## src/rtl/o_move_engine.sv

```systemverilog
// Tic-tac-toe O opponent: scans for a winning square, then a blocking square, then a preference square.
// Optional blocking phase is compiled in with `define O_ENGINE_BLOCK_EN.
module o_move_engine #(
  parameter int unsigned THINK_CYCLES = 0
) (
  input  logic       clk,
  input  logic       reset,
  input  logic       enable,
  input  logic [8:0] x,
  input  logic [8:0] o,
  input  logic       winner,
  output logic [8:0] o_move,
  output logic       busy,
  output logic [1:0] move_kind
);

  typedef enum logic [2:0] {
    S_IDLE,
    S_WIN,
`ifdef O_ENGINE_BLOCK_EN
    S_BLOCK,
`endif
    S_PREF,
    S_DRIVE
  } state_t;

  localparam logic [7:0][8:0] LINES = {
    9'h007, 9'h038, 9'h1C0, 9'h049, 9'h092, 9'h124, 9'h111, 9'h054
  };
  localparam logic [8:0][3:0] PREF_ORDER = {
    4'd7, 4'd5, 4'd3, 4'd1, 4'd8, 4'd6, 4'd2, 4'd0, 4'd4
  };

  state_t     state, state_d;
  logic [3:0] idx, idx_d;
  logic [7:0] cnt, cnt_d;
  logic [8:0] snap_x, snap_o;
  logic [3:0] sel_sq;
  logic [1:0] sel_kind;
  logic [8:0] occ;
  logic       o_turn, go, abort, pref_found;
  logic [3:0] pref_sq;

  // Square sq is a hit when it is empty and completes some line with two squares of board.
  function automatic logic line_hit(input logic [8:0] board, input logic [8:0] taken,
                                    input logic [3:0] sq);
    logic       r;
    logic [8:0] sq_bit;
    r      = 1'b0;
    sq_bit = 9'b1 << sq;
    for (int unsigned l = 0; l < 8; l++) begin
      if ((LINES[l] & sq_bit) != '0 && (board & LINES[l]) == (LINES[l] & ~sq_bit))
        r = 1'b1;
    end
    return r & ~|(taken & sq_bit);
  endfunction

  always_comb begin
    occ    = x | o;
    o_turn = $countones(x) > $countones(o);
    go     = enable & o_turn & ~winner;
    abort  = winner | ~enable | ~o_turn | (x != snap_x) | (o != snap_o);

    pref_found = 1'b0;
    pref_sq    = '0;
    for (int unsigned p = 0; p < 9; p++) begin
      if (!pref_found && !occ[PREF_ORDER[p]]) begin
        pref_found = 1'b1;
        pref_sq    = PREF_ORDER[p];
      end
    end
  end

  always_comb begin
    state_d  = state;
    idx_d    = idx;
    cnt_d    = cnt;
    sel_sq   = idx;
    sel_kind = 2'd2;
    case (state)
      S_IDLE: begin
        idx_d = '0;
        if (!go) begin
          cnt_d = '0;
        end else if (cnt == 8'(THINK_CYCLES)) begin
          cnt_d   = '0;
          state_d = S_WIN;
        end else begin
          cnt_d = cnt + 8'd1;
        end
      end
      S_WIN: begin
        if (abort) begin
          state_d = S_IDLE;
          idx_d   = '0;
        end else if (line_hit(o, occ, idx)) begin
          state_d  = S_DRIVE;
          sel_kind = 2'd0;
          idx_d    = '0;
        end else if (idx == 4'd8) begin
`ifdef O_ENGINE_BLOCK_EN
          state_d = S_BLOCK;
`else
          state_d = S_PREF;
`endif
          idx_d = '0;
        end else begin
          idx_d = idx + 4'd1;
        end
      end
`ifdef O_ENGINE_BLOCK_EN
      S_BLOCK: begin
        if (abort) begin
          state_d = S_IDLE;
          idx_d   = '0;
        end else if (line_hit(x, occ, idx)) begin
          state_d  = S_DRIVE;
          sel_kind = 2'd1;
          idx_d    = '0;
        end else if (idx == 4'd8) begin
          state_d = S_PREF;
          idx_d   = '0;
        end else begin
          idx_d = idx + 4'd1;
        end
      end
`endif
      S_PREF: begin
        sel_sq = pref_sq;
        if (abort || !pref_found) state_d = S_IDLE;
        else                      state_d = S_DRIVE;
      end
      S_DRIVE: state_d = S_IDLE;
      default: state_d = S_IDLE;
    endcase
  end

  // Outputs are registered from the next state so they line up with the state they describe.
  always_ff @(posedge clk) begin
    if (reset) begin
      state     <= S_IDLE;
      idx       <= '0;
      cnt       <= '0;
      snap_x    <= '0;
      snap_o    <= '0;
      o_move    <= '0;
      busy      <= 1'b0;
      move_kind <= 2'd2;
    end else begin
      state <= state_d;
      idx   <= idx_d;
      cnt   <= cnt_d;
      if (state == S_IDLE) begin
        snap_x <= x;
        snap_o <= o;
      end
      o_move <= (state_d == S_DRIVE) ? (9'b1 << sel_sq) : '0;
      busy   <= (state_d != S_IDLE);
      if (state_d == S_DRIVE) move_kind <= sel_kind;
    end
  end

endmodule
```

## config.mk

```make
export PLATFORM = sky130hd
export DESIGN_NAME = o_move_engine
export DESIGN_NICKNAME = d
export VERILOG_FILES = /design/src/rtl/o_move_engine.sv
export SDC_FILE = /design/constraint.sdc
export NUM_CORES = 1
export LEC_CHECK = 0
export ABC_CLOCK_PERIOD_IN_PS = 5100
export CORE_MARGIN = 8
export CORE_UTILIZATION = 52
export DETAILED_ROUTE_END_ITERATION = 16
export PLACE_DENSITY = 0.8
export SYNTH_ARGS = -nofsm -noshare
export SYNTH_HDL_FRONTEND = slang
export SYNTH_SLANG_ARGS = --single-unit
export TNS_END_PERCENT = 20
```

## constraint.sdc

```tcl
create_clock -name clk -period 5.1 [get_ports clk]
set_input_delay 1.02 -clock clk [delete_from_list [all_inputs] [get_ports clk]]
set_output_delay 1.02 -clock clk [all_outputs]
set_load 0.05 [all_outputs]
```

==> flow_metrics.tcl, run 1 <==
set metrics [dict create \
    status "completed" \
    clockBufferDepth 2 \
    dr.pass1.iters 5 \
    synthToLayoutAreaGrowth_pct 20.2 \
    place_hpwl_um 6070 \
    synth_edf_count 0 \
    finalPower_mw 0.926 \
    slew-limit-headroom_pct 40.3 \
    ys.warnings.count 0 \
    layout_min_cycle_time_ns 4.96 \
    cp_num_buf_inv 4 \
    leakagePower_nw 1.59 \
    io_buffers 32 \
    synth_simple_gate_area_share_pct 26.3 \
    cts_buffers 5 \
    post-route-period-util_pct 97.3 \
    viasPerCell 5.72 \
    clockRootBuffer "clkbuf_8" \
    synth_xor_area_share_pct 8.79 \
    drt_iter0_markers 213 \
    synth_compound_area_share_pct 16.7 \
    drive_gt1_share_pct 17.4 \
    yosys.cell_count.top_type "nand2_1" \
    ys_async_sr_fraction_pct 0 \
    wl_per_cell_um 16.0 \
    place.gp.congestion 0.864 \
    synthMuxAreaShare_pct 0.609 \
    drt_wl_total_um 8510 \
    die_y_um 95.5 \
    max_slew.worst_pin.slew_ns 0.894 \
    fmax_mhz 201 \
    clkSinkCount 44 \
    io_pins 34 \
    finalSetupViolations 0 \
    powerDensity_nw_per_um2 234 \
    drt.antenna.violating_nets 0 \
    num_vias 3042 \
    antenna_found_initial 0 \
    drc 0 \
    die_x_um 95.5 \
    fin_skew_ns 0.00607 \
    cp_slowest_cell "fa_1" \
    max_cap_viol_count 0 \
    final-max-slew-violation-count 0 \
    holdBufCountCts 0 \
    insertion_delay_ns 0.31 \
    place_area_um2 3740 \
    grt_max_degree 28 \
    critical_path_class "input port to register" \
    fin_area_um2 3950 \
    endpoint_kind "register" \
    grt_pass1_vias 3009 \
    crit_required_ns 5.34 \
    diodes 0 \
    hold_viol_final 0 \
    synth.distinct_cells 65 \
    netlist_area_um2 3290 \
    synth_top_area_share_pct 26.8 \
    ys_ff_latch 44 \
    overflow 0 \
    yosys-top-cells-area "dfxtp_1, nand2_1, xor2_1" \
    final_cells 532 \
    worstPathMaxFanout 5 \
    core_um2 6240 \
    peakVddDrop_uv 175 \
    yosysTopAreaCell "dfxtp_1" \
    synth_top_family_by_area "simple AND/OR/NAND/NOR gates" \
    holdWs_ns 0.471 \
    htreeDepth 2 \
    path_cells "buf_2, inv_1, fa_1, fa_1, fa_1, fa_2, fa_1, inv_2, ha_4, nor2b_1, o211ai_1, a21oi_2, nand2_2, nor4_4, buf_4, o21ai_4, nor3_2" \
    yosys-top-cells-count "nand2_1, dfxtp_1, inv_1" \
    layout.nets 502 \
    placedCellCount 518 \
    clk_pin_slew_ns 0.09 \
    die_area_um2 9120 \
    worst_ep_arrival_time_ns 5.20 \
    slowest_delay_ns 0.52 \
    worstHoldPathType "register to register" \
    start_kind "input port" \
    cp_common_cell "fa_1" \
    start_util_pct 52.7 \
    synth-adder-area-share_pct 12.2 \
    ys_seq_area_share_pct 26.8 \
    fp-row-count 29 \
    cts_tree "yes" \
    synthFlopType "dfxtp_1" \
    grt_pass1_wl_um 13700 \
    syn_area_per_cell_um2 8.06 \
    track_usage_pct 18.8 \
    critical-path-top-delay-family "adder cells" \
    syn_inst 408 \
]
## cells in the final DEF (no fill, tap or decap), types with 7 or more instances in the layout
| cell type | count |
|---|---|
| a21oi_1 | 28 |
| inv_1 | 31 |
| buf_4 | 27 |
| nor3_1 | 11 |
| dfxtp_1 | 44 |
| o21ai_0 | 9 |
| nand4_1 | 7 |
| nor3_2 | 8 |
| xnor2_1 | 10 |
| xor2_1 | 23 |
| ha_1 | 15 |
| fa_1 | 8 |
| nand2_1 | 58 |
| nor2_1 | 29 |
| clkdlybuf4s50_1 | 26 |
## layout make-up
class,instances,area (um^2)
fill,552,2290
multi-input combinational,307,2210
sequential,44,881
timing repair buffer,59,505
inverter,37,139
tap,77,96.3
clock buffer,5,68.8
clock inverter,3,46.3
## tightest hold or removal path: cells and delay by family, from the launching register on
family | cells | cell delay [ns]
flops | 1 | 0.33
compound gates | 1 | 0.05
simple gates | 1 | 0.05
## power by group
part / total [mW] / internal, mW / switching [mW] / leakage, nW
registers: 0.362 / 0.354 / 0.00816 / 0.358
logic: 0.287 / 0.135 / 0.151 / 1.18
clock network: 0.277 / 0.148 / 0.130 / 0.0548
total: 0.926 / 0.637 / 0.289 / 1.59
## final timing paths
path | start | endpoint | slack (ns) | cells after the start
max | x[1] | o_move[1] | 0.14 | 17
min | snap_x[2] | snap_x[2] | 0.47 | 2
max reg2reg | idx[2] | idx[0] | 1.66 | 10
min reg2reg | snap_x[2] | snap_x[2] | 0.47 | 2
## per-stage QoR
stage	utilization, %	TNS, ns	worst slack, ns
after floorplan	-	0	0.0462
after global placement	59.9	-9.19	-0.555
after detailed placement	59.9	-11.57	-0.704
after CTS	62.5	0	0.0133
after global routing	63.3	-0.0194	-0.0172
final	63.3	0	0.136
## sequential cells by signal, indices dropped and copies added (netlist names)
name,flops
state,3
snap_o,9
busy,1
move_kind,1
o_move,9
snap_x,9
cnt,8
idx,4
## cells by family after synthesis
| group | count (synthesis) |
|---|---|
| simple gates | 164 |
| compound gates | 79 |
| buf+inv | 59 |
| flops | 44 |
| xor+xnor | 33 |
| fa+ha+maj | 26 |
| mux | 2 |
| other cells | 1 |
## metal layers
| metal | vias to the layer above | wire length (um) | global-route usage [%] |
|---|---|---|---|
| li1 | 1479 | - | - |
| met1 | 1436 | 3630 | 23.0 |
| met2 | 105 | 4180 | 31.7 |
| met3 | 22 | 523 | 4.25 |
| met4 | 0 | 172 | 6.27 |
| met5 | - | 0 | 0 |
## repair_timing
item | CTS | global route
pin swaps | 18 | 17
gates cloned | 1 | 0
setup buffers | 2 | 3
gates resized for setup | 38 | 6
setup endpoints to repair | 17 | 15
hold endpoints to repair | 0 | 0
Power figures use the tool's default switching activity.
==> inputs of run 2 (changes only) <==
- CORE_UTILIZATION: 52 -> 35
- PLACE_DENSITY: 0.8 -> 0.59
==> run 2 against run 1 <==
  * Sequential share of layout area fell by 0.22 points
  * Via count decreased by 2.0%
  * Highest routed layer unchanged
  * Critical endpoint is now move_kind[1]
  * Non-clock buffer count increased by 1
  * Clock skew increased by 0.0079 ns
  * Largest power group unchanged
==> flow_metrics.tcl, run 2 (same netlist as run 1, synthesis figures left out) <==
set metrics [dict create \
    start_kind "input port" \
    final-max-slew-violation-count 0 \
    holdWs_ns 0.472 \
    holdBufCountCts 0 \
    grt_max_degree 28 \
    layout_common_cells "nand2_1, dfxtp_1, inv_1" \
    diodes 0 \
    finalSetupViolations 0 \
    fin_tns_setup_ns 0 \
    slowest_delay_ns 0.56 \
    viasPerCell 5.26 \
    fin_ws_ns 0.124 \
    leakagePower_nw 1.58 \
    cp_common_cell "fa_1" \
    track_usage_pct 13.5 \
    fp-row-count 35 \
    htreeDepth 2 \
    post-route-period-util_pct 97.6 \
    core_um2 9200 \
    layout_min_cycle_time_ns 4.98 \
    die_x_um 113 \
    path_cells "buf_2, inv_2, fa_1, fa_1, fa_1, fa_2, fa_1, ha_4, nor2b_1, o211ai_1, a21oi_2, nand2_2, buf_4, buf_4, nor2_2, nand2_1, a211o_1" \
    die_area_um2 12700 \
    fin_area_um2 3990 \
    synthToLayoutAreaGrowth_pct 21.4 \
    final_cells 567 \
    endpoint_kind "register" \
    grt_pass1_wl_um 14100 \
    place_area_um2 3790 \
    clkSinkCount 44 \
    place.gp.congestion 0.825 \
    overflow 0 \
    clockRootBuffer "clkbuf_8" \
    peakVddDrop_uv 118 \
    layout_commonest_cell "nand2_1" \
    critical-path-top-delay-family "adder cells" \
    die_y_um 113 \
    crit_required_ns 5.30 \
    fmax_mhz 201 \
    drt_iter0_markers 169 \
    io_buffers 32 \
    fin_skew_ns 0.0140 \
    critical_path_class "input port to register" \
    max_slew.worst_pin.slew_ns 0.995 \
    drc 0 \
    place_hpwl_um 6360 \
    wl_per_cell_um 15.0 \
    clockBufferDepth 2 \
    status "completed" \
    drt_wl_total_um 8530 \
    slew-limit-headroom_pct 33.3 \
    cts_buffers 5 \
    powerDensity_nw_per_um2 220 \
    grt_pass1_vias 2997 \
    reg_top3 "o_move: 9 flops, snap_o: 9 flops, snap_x: 9 flops" \
    antenna_found_initial 0 \
    drt.antenna.violating_nets 0 \
    placedCellCount 553 \
    cp_num_buf_inv 4 \
    place_ws_ns -0.687 \
    max_cap_viol_count 0 \
    dr.pass1.iters 4 \
    drive_gt1_share_pct 17.8 \
    insertion_delay_ns 0.30 \
    layout.nets 503 \
    clk_pin_slew_ns 0.09 \
    hold_viol_final 0 \
    io_pins 34 \
    worstHoldPathType "register to register" \
    num_vias 2981 \
    cts_tree "yes" \
    start_util_pct 35.7 \
    worstPathMaxFanout 5 \
    cp_slowest_cell "fa_1" \
    fillerInstances 932 \
    worst_ep_arrival_time_ns 5.18 \
]
[run 2: cell count changes in the layout (fill, tap and decap cells not counted), sizes merged]
cell    delta
bufinv     -1
inv        -1
buf        +1
clkbuf     +2
[run 2: repair_timing]
action / 4_1_cts / 5_1_grt
resized for setup: 44 / 3
endpoints found under the setup margin: 16 / 17
gates cloned: 1 / 0
pin swaps: 25 / 13
buffers inserted: 4 / 1
[run 2: worst min-delay path, delay by kind of cell (launching register included)]
family,cells,cell delay (ns)
and+or+nand+nor,1,0.05
AOI/OAI and AO/OA,1,0.05
DFF,1,0.32
[run 2: worst paths after layout]
| check | slack (ns) | endpoint | start | cells past startpoint |
|---|---|---|---|---|
| worst min-delay path | 0.47 | snap_x[7] | snap_x[7] | 2 |
| worst min register to register | 0.47 | snap_x[7] | snap_x[7] | 2 |
| worst max register to register | 1.58 | idx[2] | idx[2] | 10 |
| worst max-delay path | 0.12 | move_kind[1] | o[0] | 17 |
[run 2: metal layers]
layer	wire (um)	global-route usage (%)	part of all wire [%]	vias to the layer above
met4	227	6.22	2.7	0
met5	0	0	0	-
met3	367	2.13	4.3	18
met2	4120	23.2	48	67
met1	3820	16.3	45	1414
li1	-	-	-	1482
[run 2: cell type report]
cell class | count | area (um^2) | area share [%]
repair buffers | 60 | 500 | 12.5
flip-flops and latches | 44 | 881 | 22.1
clock buffers | 7 | 86.3 | 2.16
inverters | 37 | 139 | 3.48
multi-input cells | 307 | 2240 | 56.1
well taps | 111 | 139 | 3.48
clock inverters | 1 | 7.51 | 0.188
[run 2: report_power, final]
part           switching [mW]  internal (mW)
clock network           0.124          0.110
logic                   0.148          0.131
registers             0.00800          0.354
[run 2: per-stage QoR]
step                utilization, %  power, mW
floorplan                        -      0.549
global placement              41.2      0.620
detailed placement            41.2      0.629
CTS                           43.2      0.888
global route                  43.4      0.936
finish                        43.4      0.876
==> edit: new RTL, flow settings as in run 1 <==
Reset style: asynchronous (`reset`), changed in one clocked block.
--- a/src/rtl/o_move_engine.sv
+++ b/src/rtl/o_move_engine.sv
@@ -138,3 +138,3 @@
   // Outputs are registered from the next state so they line up with the state they describe.
-  always_ff @(posedge clk) begin
+  always_ff @(posedge clk or posedge reset) begin
     if (reset) begin
Formal check against the unedited RTL: differs if reset is asserted again (counterexample within 4 cycles, from zero or initial values and one cycle with reset high); with reset held inactive, the same outputs for 10 cycles.
==> edit against run 1 <==
  * Power rose by 12%
  * Combinational power is 39% higher
  * Wire length increased by 7.5%
  * Sequential cell count is the same
  * Setup slack worse by 97 ps
  * Cell area increased by 6.1%
  * Clock skew grew 4.6 ps
  * Area after synthesis increased by 2.3%
  * Critical endpoint is now o_move[8]
==> edit: results (changes against run 1) <==
| Metric | Value |
|---|---|
| Status | `finished, final reports clean (unchanged)` |
| Placed Cells | `506 (was 518)` |
| Main flop type after synthesis | `dfrtp_1 (was dfxtp_1)` |
| Layout cells sized above 1 | `0.197 (was 0.174)` |
| Worst path max stage delay | `580 ps (was 520 ps)` |
| Met3 Wirelength | `654 um (was 523 um)` |
| Leakage power | `1.79 nW (was 1.59 nW)` |
| Number of global-route vias before repair | `3150 (was 3009)` |
| Post-DP Area | `0.00390 mm^2 (was 0.00374 mm^2)` |
| Sequential share of the synthesized area | `0.328 (was 0.268)` |
| Setup WS pre-CTS | `-757 ps (was -704 ps)` |
| Async S/R FF share, synth | `1.00 (was 0)` |
| First-pass GRT wire length | `14400 um (was 13700 um)` |
| DRT iter0 DRCs | `229 (was 213)` |
| Max clock buf depth | `2 (unchanged)` |
| Avg Vias per Cell | `6.03 (was 5.72)` |
| Crit path DAT | `5270 ps (was 5200 ps)` |
| Synthesis Warnings | `0 (unchanged)` |
| Worst Path Max Fanout | `4 (was 5)` |
| IR drop worst, VDD | `152 uV (was 175 uV)` |
| GR met2 Demand/Resource | `0.347 (was 0.317)` |
| Synth area leaders | `dfrtp_1 (32%), xnor2_1 (6.5%), fa_1 (6.0%) (was dfxtp_1 (27%), nand2_1 (6.6%), xor2_1 (6.1%))` |
| Slew margin rel. | `0.525 (was 0.403)` |
| GR Util met1 | `0.219 (was 0.230)` |
| Post-synth top cells | `nand2_1 (52), dfrtp_1 (43), inv_1 (38) (was nand2_1 (58), dfxtp_1 (44), inv_1 (36))` |
| Hold crit path type | `reg2reg (unchanged)` |
| Final HPWL DP | `6440 um (was 6070 um)` |
| Crit-path leading delay family | `adder cells (unchanged)` |
| WL met2 | `4540 um (was 4180 um)` |
| CTS Buf Count | `5 (unchanged)` |
| GRT Overall Usage | `0.200 (was 0.188)` |
| Fillcell total | `524 (was 552)` |
| H-tree lvl count | `2 (unchanged)` |
| Setup Skew | `10.7 ps (was 6.07 ps)` |
| Antenna fix cells | `0 (unchanged)` |
| Pre-antenna DRT Iters | `5 (unchanged)` |
| Pin count of the biggest net entering global routing | `46 (was 28)` |
| DRT met1 WL | `3570 um (was 3630 um)` |
| Post-Layout Cell Count | `524 (was 532)` |
| Max cap viols | `0 (unchanged)` |
| Worst path slowest cell | `fa_1 (unchanged)` |
| Clk Latency, worst-skew pair | `310 ps (about the same)` |
| Biggest regs | `o_move x9, snap_o x9, snap_x x9 (unchanged)` |
| Routability Congestion | `0.918 (was 0.864)` |
| Clk slew on worst S/H paths | `90 ps (about the same)` |
| Synth unique cells | `66 (was 65)` |
| Syn Area/Cell | `8.65 um^2 (was 8.06 um^2)` |
| Met3 Track Usage GR | `0.0448 (was 0.0425)` |
| Port-buffer cells | `32 (unchanged)` |
| Top routing layer used | `met4 (unchanged)` |
| Post-Route WL | `9140 um (was 8510 um)` |
| CTS root buf | `clkbuf_8 (unchanged)` |
| Final nets | `494 (was 502)` |
| Psw | `0.000355 W (was 0.000289 W)` |
| Initial antenna violation count | `0 (unchanged)` |
[edit: changes by cell type after synthesis, moves of 6 or more]
cell and change:
dfxtp_1 -44, dfrtp_1 +43, o21ai_0 +28, a21oi_1 -23
xor2_1 -19, nor2_1 -17, xnor2_1 +15, nand2_1 -6
[edit: what timing repair did]
action,in CTS,in global routing
pin swaps,26,20
gates resized for setup,42,16
cloned,1,0
setup endpoints to repair,24,24
setup buffers,10,0
hold buffers,0,0
[edit: path summary, 6_finish.rpt]
check                      slack (ps)  cells after the start      start   endpoint
setup / recovery                   40                     18       x[3]  o_move[8]
hold / removal                    510                      2  snap_x[0]  snap_x[0]
hold reg to reg                   510                      2  snap_x[0]  snap_x[0]
setup reg to reg                 1990                      9     idx[2]  o_move[8]
max in group asynchronous        3570                      3      reset  snap_o[1]
min in group asynchronous        1150                      3      reset       busy
[edit: final cells by class]
cell class              instances  area (um^2)  area share
multi-input cells             288         2140       0.509
well taps                      77         96.3      0.0230
repair buffers                 69          616       0.147
clock buffers                   6         82.6      0.0197
clock inverters                 2         13.8     0.00328
flip-flops and latches         44         1100       0.263
inverters                      38          148      0.0352
[edit: cells by family (layout without fill, tap and decap cells)]
group                      count (synthesis)  in the layout  synth area share
AOI/OAI and AO/OA                         89             90             0.174
muxes                                      4              4            0.0134
adders and majority gates                 26             26             0.119
and+or+nand+nor                          137            137             0.216
DFF                                       44             44             0.328
other                                      1              2           0.00112
buffers and inverters                     59            115            0.0737
xor gates and xnor gates                  29             29            0.0755
[edit: power by group through the flow]
stage / combinational, W / clock (W) / sequential, W
CTS: 0.000350 / 0.000244 / 0.000398
detailed placement: 0.000306 / 0 / 0.000405
global placement: 0.000288 / 0 / 0.000403
finish: 0.000400 / 0.000242 / 0.000399
floorplan: 0.000208 / 0 / 0.000405
global route: 0.000429 / 0.000257 / 0.000401
